<file path="config.mk">
export PLATFORM = sky130hd
export DESIGN_NAME = rate_cmd_rx
export DESIGN_NICKNAME = d
export VERILOG_FILES = /design/src/rtl/rate_cmd_pkg.sv /design/src/rtl/rate_cmd_rx_echo.sv /design/src/rtl/rate_cmd_rx.sv
export SDC_FILE = /design/constraint.sdc
export NUM_CORES = 1
export LEC_CHECK = 0
export ABC_AREA = 1
export BUFFER_PORTS_ARGS = -buffer_cell sky130_fd_sc_hd__buf_2
export CAP_MARGIN = 20
export CORE_ASPECT_RATIO = 1.5
export CORE_MARGIN = 2
export CORE_UTILIZATION = 40
export DETAILED_ROUTE_END_ITERATION = 6
export PLACE_DENSITY_LB_ADDON = 0.15
export SLEW_MARGIN = 25
export SYNTH_ARGS = -nofsm -noshare
export SYNTH_HDL_FRONTEND = slang
export SYNTH_SLANG_ARGS = --single-unit
</file>
<file path="constraint.sdc">
create_clock -name clk -period 2.7 [get_ports clk]
set_input_delay 0.135 -clock clk [delete_from_list [all_inputs] [get_ports clk]]
set_output_delay 0.135 -clock clk [all_outputs]
set_load 0.005 [all_outputs]
</file>
<file path="src/rtl/rate_cmd_pkg.sv">
// Purpose: shared ASCII constants, rate codes and parser state encoding for rate_cmd_rx.
// Latency: n/a (declarations and pure helper functions only).
// Backpressure: n/a.
package rate_cmd_pkg;

  localparam logic [7:0] CH_R     = 8'h72;
  localparam logic [7:0] CH_A     = 8'h61;
  localparam logic [7:0] CH_T     = 8'h74;
  localparam logic [7:0] CH_E     = 8'h65;
  localparam logic [7:0] CH_COLON = 8'h3A;
  localparam logic [7:0] CH_QUERY = 8'h3F;
  localparam logic [7:0] CH_1     = 8'h31;
  localparam logic [7:0] CH_5     = 8'h35;
  localparam logic [7:0] CH_SPACE = 8'h20;
  localparam logic [7:0] CH_LF    = 8'h0A;
  localparam logic [7:0] CH_CR    = 8'h0D;

  localparam logic [1:0] RATE_1 = 2'b00;
  localparam logic [1:0] RATE_5 = 2'b01;
  localparam logic [1:0] RATE_A = 2'b11;

  typedef enum logic [2:0] {
    ST_IDLE,
    ST_KEY,
    ST_VAL,
    ST_EOL,
    ST_QRY,
    ST_FLUSH
  } state_t;

  function automatic logic isTerm(input logic [7:0] b);
    return (b == CH_LF) || (b == CH_CR);
  endfunction

  // Expected byte at key position idx; 'r' (position 0) is consumed in IDLE.
  function automatic logic [7:0] keyChar(input logic [2:0] idx);
    case (idx)
      3'd1:    return CH_A;
      3'd2:    return CH_T;
      3'd3:    return CH_E;
      default: return CH_COLON;
    endcase
  endfunction

endpackage

</file>
<file path="src/rtl/rate_cmd_rx_echo.sv">
// Purpose: 1-entry valid/ready echo buffer copying every received byte (module rx_echo_buf).
// Latency: 1 cycle from iValid to oValid.
// Backpressure: holds oData while iReady=0; a byte arriving while full is dropped and oOvf pulses.
// Ports: clk, reset (async active-low), iData/iValid (byte strobe in),
//        oData/oValid/iReady (echo handshake out), oOvf (overflow pulse).
// Only compiled when RX_ECHO_EN is defined.
`ifdef RX_ECHO_EN
module rx_echo_buf (
  input  logic       clk,
  input  logic       reset,
  input  logic [7:0] iData,
  input  logic       iValid,
  output logic [7:0] oData,
  output logic       oValid,
  input  logic       iReady,
  output logic       oOvf
);

  logic xfer;
  assign xfer = oValid & iReady;

  always_ff @(posedge clk or negedge reset) begin
    if (!reset) begin
      oData  <= 8'hFF;
      oValid <= 1'b0;
      oOvf   <= 1'b0;
    end else begin
      oOvf <= 1'b0;
      if (iValid) begin
        // A draining transfer in the same cycle frees the slot for the new byte.
        if (!oValid || xfer) begin
          oData  <= iData;
          oValid <= 1'b1;
        end else begin
          oOvf <= 1'b1;
        end
      end else if (xfer) begin
        oValid <= 1'b0;
      end
    end
  end

endmodule
`endif

</file>
<file path="src/rtl/rate_cmd_rx.sv">
// Purpose: UART receive-side parser for "rate:<v>" and "?" lines; drives rate code and status/err pulses.
// Latency: 1 cycle from the iRX_VALID sample to every output change.
// Backpressure: none on the byte input (full-rate strobes); echo path uses valid/ready when RX_ECHO_EN.
// Ports: clk, reset (async active-low), iRX_DATA/iRX_VALID (byte in), oRATE/oRATE_UPDATE,
//        oSTATUS_REQ, oCMD_ERR, oBUSY; with RX_ECHO_EN also oECHO_DATA/oECHO_VALID/iECHO_READY/oECHO_OVF.
// Optional feature macro: RX_ECHO_EN.
module rate_cmd_rx
  import rate_cmd_pkg::*;
#(
  parameter int MAX_LINE    = 16,
  parameter int TIMEOUT_CYC = 50_000_000
) (
  input  logic       clk,
  input  logic       reset,
  input  logic [7:0] iRX_DATA,
  input  logic       iRX_VALID,
  output logic [1:0] oRATE,
  output logic       oRATE_UPDATE,
  output logic       oSTATUS_REQ,
  output logic       oCMD_ERR,
  output logic       oBUSY
`ifdef RX_ECHO_EN
  ,
  output logic [7:0] oECHO_DATA,
  output logic       oECHO_VALID,
  input  logic       iECHO_READY,
  output logic       oECHO_OVF
`endif
);

  localparam int TW = (TIMEOUT_CYC > 2) ? $clog2(TIMEOUT_CYC) : 1;
  localparam int LW = $clog2(MAX_LINE + 1);
  localparam logic [TW-1:0] TO_LAST  = TW'(TIMEOUT_CYC - 1);
  localparam logic [LW-1:0] LINE_MAX = LW'(MAX_LINE);

  state_t          state, stateNext;
  logic [2:0]      keyIdx, keyIdxNext;
  logic [1:0]      code, codeNext;
  logic [LW-1:0]   lineCnt, lineCntNext;
  logic [TW-1:0]   toCnt, toCntNext;
  logic [1:0]      rateNext;
  logic            updNext, stsNext, errNext;
  logic            term;

  assign term = isTerm(iRX_DATA);

  always_ff @(posedge clk or negedge reset) begin
    if (!reset) begin
      state        <= ST_IDLE;
      keyIdx       <= 3'd0;
      code         <= RATE_1;
      lineCnt      <= '0;
      toCnt        <= '0;
      oRATE        <= RATE_1;
      oRATE_UPDATE <= 1'b0;
      oSTATUS_REQ  <= 1'b0;
      oCMD_ERR     <= 1'b0;
      oBUSY        <= 1'b0;
    end else begin
      state        <= stateNext;
      keyIdx       <= keyIdxNext;
      code         <= codeNext;
      lineCnt      <= lineCntNext;
      toCnt        <= toCntNext;
      oRATE        <= rateNext;
      oRATE_UPDATE <= updNext;
      oSTATUS_REQ  <= stsNext;
      oCMD_ERR     <= errNext;
      oBUSY        <= (stateNext != ST_IDLE);
    end
  end

  always_comb begin
    stateNext   = state;
    keyIdxNext  = keyIdx;
    codeNext    = code;
    lineCntNext = lineCnt;
    toCntNext   = toCnt;
    rateNext    = oRATE;
    updNext     = 1'b0;
    stsNext     = 1'b0;
    errNext     = 1'b0;

    if (iRX_VALID) begin
      // A byte always restarts the idle timer, even on the cycle it would expire.
      toCntNext = '0;
      case (state)
        ST_IDLE: begin
          if (iRX_DATA == CH_R) begin
            stateNext  = ST_KEY;
            keyIdxNext = 3'd1;
          end else if (iRX_DATA == CH_QUERY) begin
            stateNext = ST_QRY;
          end else if (!term && iRX_DATA != CH_SPACE) begin
            stateNext = ST_FLUSH;
          end
        end
        ST_KEY: begin
          if (term) begin
            stateNext = ST_IDLE;
            errNext   = 1'b1;
          end else if (iRX_DATA == keyChar(keyIdx)) begin
            if (keyIdx == 3'd4) stateNext  = ST_VAL;
            else                keyIdxNext = keyIdx + 3'd1;
          end else begin
            stateNext = ST_FLUSH;
          end
        end
        ST_VAL: begin
          if (term) begin
            stateNext = ST_IDLE;
            errNext   = 1'b1;
          end else if (iRX_DATA == CH_1) begin
            codeNext  = RATE_1;
            stateNext = ST_EOL;
          end else if (iRX_DATA == CH_5) begin
            codeNext  = RATE_5;
            stateNext = ST_EOL;
          end else if (iRX_DATA == CH_A) begin
            codeNext  = RATE_A;
            stateNext = ST_EOL;
          end else begin
            stateNext = ST_FLUSH;
          end
        end
        ST_EOL: begin
          if (term) begin
            stateNext = ST_IDLE;
            rateNext  = code;
            updNext   = 1'b1;
          end else begin
            stateNext = ST_FLUSH;
          end
        end
        ST_QRY: begin
          if (term) begin
            stateNext = ST_IDLE;
            stsNext   = 1'b1;
          end else begin
            stateNext = ST_FLUSH;
          end
        end
        ST_FLUSH: begin
          if (term) begin
            stateNext = ST_IDLE;
            errNext   = 1'b1;
          end
        end
        default: stateNext = ST_IDLE;
      endcase

      // Overlong line: a further non-terminator at the limit forces FLUSH; the count saturates.
      if (state != ST_IDLE && !term) begin
        if (lineCnt == LINE_MAX) stateNext   = ST_FLUSH;
        else                     lineCntNext = lineCnt + 1'b1;
      end
    end else if (state != ST_IDLE) begin
      if (toCnt == TO_LAST) begin
        stateNext = ST_IDLE;
        errNext   = 1'b1;
      end else begin
        toCntNext = toCnt + 1'b1;
      end
    end

    if (stateNext == ST_IDLE) begin
      lineCntNext = '0;
      toCntNext   = '0;
    end
  end

`ifdef RX_ECHO_EN
  rx_echo_buf u_echo (
    .clk    (clk),
    .reset  (reset),
    .iData  (iRX_DATA),
    .iValid (iRX_VALID),
    .oData  (oECHO_DATA),
    .oValid (oECHO_VALID),
    .iReady (iECHO_READY),
    .oOvf   (oECHO_OVF)
  );
`endif

endmodule

</file>
==> metrics.txt <==
gpl congestion 0.9172; via count 2852; MaxCap Viol Count 0; type of the most critical hold path primary input to flop; Leakage about 1.6 nW; Final Max Tran Viols 0; io pins 17; crit path max fanout 21; starting density of the core 40.78%; most common cell after layout, fill and taps aside nand2_1; Worst-path clk slew 0.06 ns; Post-DP HPWL 5830 um; Cell variety after synth 34; worst skew pair latency 0.29 ns; H-tree depth 2; FF/Latch Area 0.001126 mm2; die width between 70 and 80 um; DRC viols 0; WP data arrival 2.52 ns; Syn Area/Cell ~7 um2; #FFs+latches synth 45; layout cell share with drive strength beyond 1 about an eighth; Worst R2R End toCnt[12]; clock buffer depth 2; crit end category flop; drt via density 5.093; RR Startpoint toCnt[0]; Power Density 593.9 mW/mm2; nets@finish 476; Reg2Reg Depth 12; worst path required time 2.87 ns; setup TNS 0 ns; Slew @ Worst Pin 0.5758 ns; Fillers 809; PortBufs 16; Layout Skew 0.005931 ns; Clock Sinks 45; antenna cells 0; CP startpoint kind flop; Post-Synthesis Cells 440; first-pass GRT wire length 13330 um; Reg2Reg Setup Slack approximately 0.35 ns; area of the multi-input gates about 0.0017 mm2; WL/cell 13.59 um; Crit Path Class flop to flop; pre-CTS WS 0.3520 ns; Setup crit end toCnt[12]; asr flop ratio synth 100.0%; Mapped Area 0.003084 mm2; Core ar. 0.007564 mm2; EDFF count, synth 0; Worst slew margin 61.62%; Post-Syn Nets about 460; DIE HEIGHT 111.5 um; area grow syn2layout 11.64%; largest net degree at the start of global routing between 40 and 50; DRT iter0 DRCs about 140; final hold viol count 0; antenna viol nets, final 0; Total Routed Length about 7600 um; All-Layer GR Usage between 20% and 30%; period utilization 87.21%; Final Power 2.045 mW; CTS Buf Count 5; CTS tree built; RSZ-0062 raised after global routing false; Root Driver clkbuf_16; CP peak stage delay 0.45 ns; antenna violations before repair 0; CP cell instances ha_1 > nand2_1 > nor2_4 > nand2_2 > nor2_4 > nand2_1 > nand3b_4 > nand2_1 > nand2_1 > nand2_2 > buf_12 > a21oi_1; row cnt 39; Max Fclk 0.4247 GHz; Crit. Startpoint toCnt[0]; vias in the first global route 2971; post-route setup slack 0.3453 ns; first-pass iteration count of the detailed router 4; yosys warns 0; CP max-delay cell dfrtp_1; final critical-path required period 2.355 ns; Final setup violation count 0; die area 0.008443 mm2; sequential-to-total area share from yosys stat 36.51%; Most used DFF post-synth dfrtp_1; outcome finished, final reports clean; Worst VDD drop 288.4 uV; commonest cells after routing, fill and taps aside nand2_1, inv_1, nand3_1; Overflow after GRT 0; most used cell, CP nand2_1
synthesized netlist by cell type, types with 2 or more instances:
master | instances | area share (%)
nor3b_1 | 2 | 0.49
nor2_4 | 2 | 0.73
dfrtp_1 | 45 | 37
xor2_1 | 5 | 1.4
clkbuf_1 | 3 | 0.37
nand3_1 | 49 | 8.0
nand2_2 | 5 | 1.0
o21a_1 | 2 | 0.49
ha_1 | 8 | 3.2
inv_1 | 59 | 7.2
buf_4 | 2 | 0.49
or2_2 | 5 | 1.0
nand2_1 | 111 | 14
o211ai_1 | 2 | 0.49
nor2_1 | 40 | 4.9
buf_2 | 5 | 0.81
a21oi_2 | 10 | 2.8
a21oi_1 | 30 | 4.9
nor4_1 | 5 | 1.0
nand3b_1 | 3 | 0.73
nand4_1 | 12 | 2.4
nor3_1 | 13 | 2.1
o21ai_0 | 9 | 1.5
o21ai_1 | 3 | 0.49
registers in the layout, summed over array words and instances, names as in the netlist:
signal and cells:
lineCnt 5, oRATE_UPDATE 1, keyIdx 3, code 2, state 3, oRATE 2
toCnt 26, oSTATUS_REQ 1, oBUSY 1, oCMD_ERR 1
repair_timing:
action / CTS / global route
setup buffers: 0 / 0
hold buffers: 0 / 1
endpoints found under the hold margin: 0 / 45
resized for setup: 0 / 0
metal layers:
layer | track usage, % | vias to the layer above | routed length (um)
li1 | - | 1467 | -
met1 | 21.82 | 1316 | 2978
met2 | 36.52 | 46 | 4122
met3 | 2.805 | 23 | 161
met4 | 10.88 | 0 | 350
met5 | 0 | - | 0
critical path: cells and delay by family (launching register included):
family,cells,cell delay (ns)
simple gates,9,1.19
flops,1,0.45
fa+ha+maj,1,0.26
buf+inv,1,0.22
compound gates,1,0.09
where the power goes:
group / total, mW / internal, mW / switching, mW
logic: 0.604 / 0.217 / 0.387
clock network: 0.606 / 0.344 / 0.262
registers: 0.835 / 0.749 / 0.0859
metrics by stage:
stage          util (%)  hold WS (ns)  area (um2)  std cells
2_1_floorplan         -       -0.1606        3084        440
3_3_place_gp      43.42        0.3523        3284        551
3_5_place_dp      43.42        0.3623        3284        551
4_1_cts           45.36       0.04610        3431        559
5_1_grt           45.53        0.1291        3443        560
6_report          45.53        0.1215        3443        560
logic make-up (layout without fill, tap and decap cells):
group           after synthesis  count (layout)  share of synthesized area, %
compound gates               59              59                         11.68
simple gates                250             250                         37.16
mux                           1               1                        0.3651
buf+inv                      71              89                         9.330
xor+xnor                      6               6                         1.704
flops                        45              45                         36.51
fa+ha+maj                     8               8                         3.246
final cells by class:
cell class	count	area share, %
inverters	60	6.541
well taps	102	3.706
multi-input cells	324	48.51
flip-flops and latches	45	32.70
clock buffers	5	3.634
clock inverters	3	0.6177
repair buffers	21	4.288
worst min path at each step:
stage	from	to	slack, ns	depth (start not counted)
2_1_floorplan	reset	code[0]	-0.16	0
4_1_cts	reset	oRATE[1]	0.05	1
3_5_place_dp	reset	oRATE[1]	0.36	1
6_report	iRX_VALID	oCMD_ERR	0.12	2
3_3_place_gp	reset	oRATE_UPDATE	0.35	1
5_1_grt	iRX_VALID	oCMD_ERR	0.13	2
(Power assumes the default switching activity.)
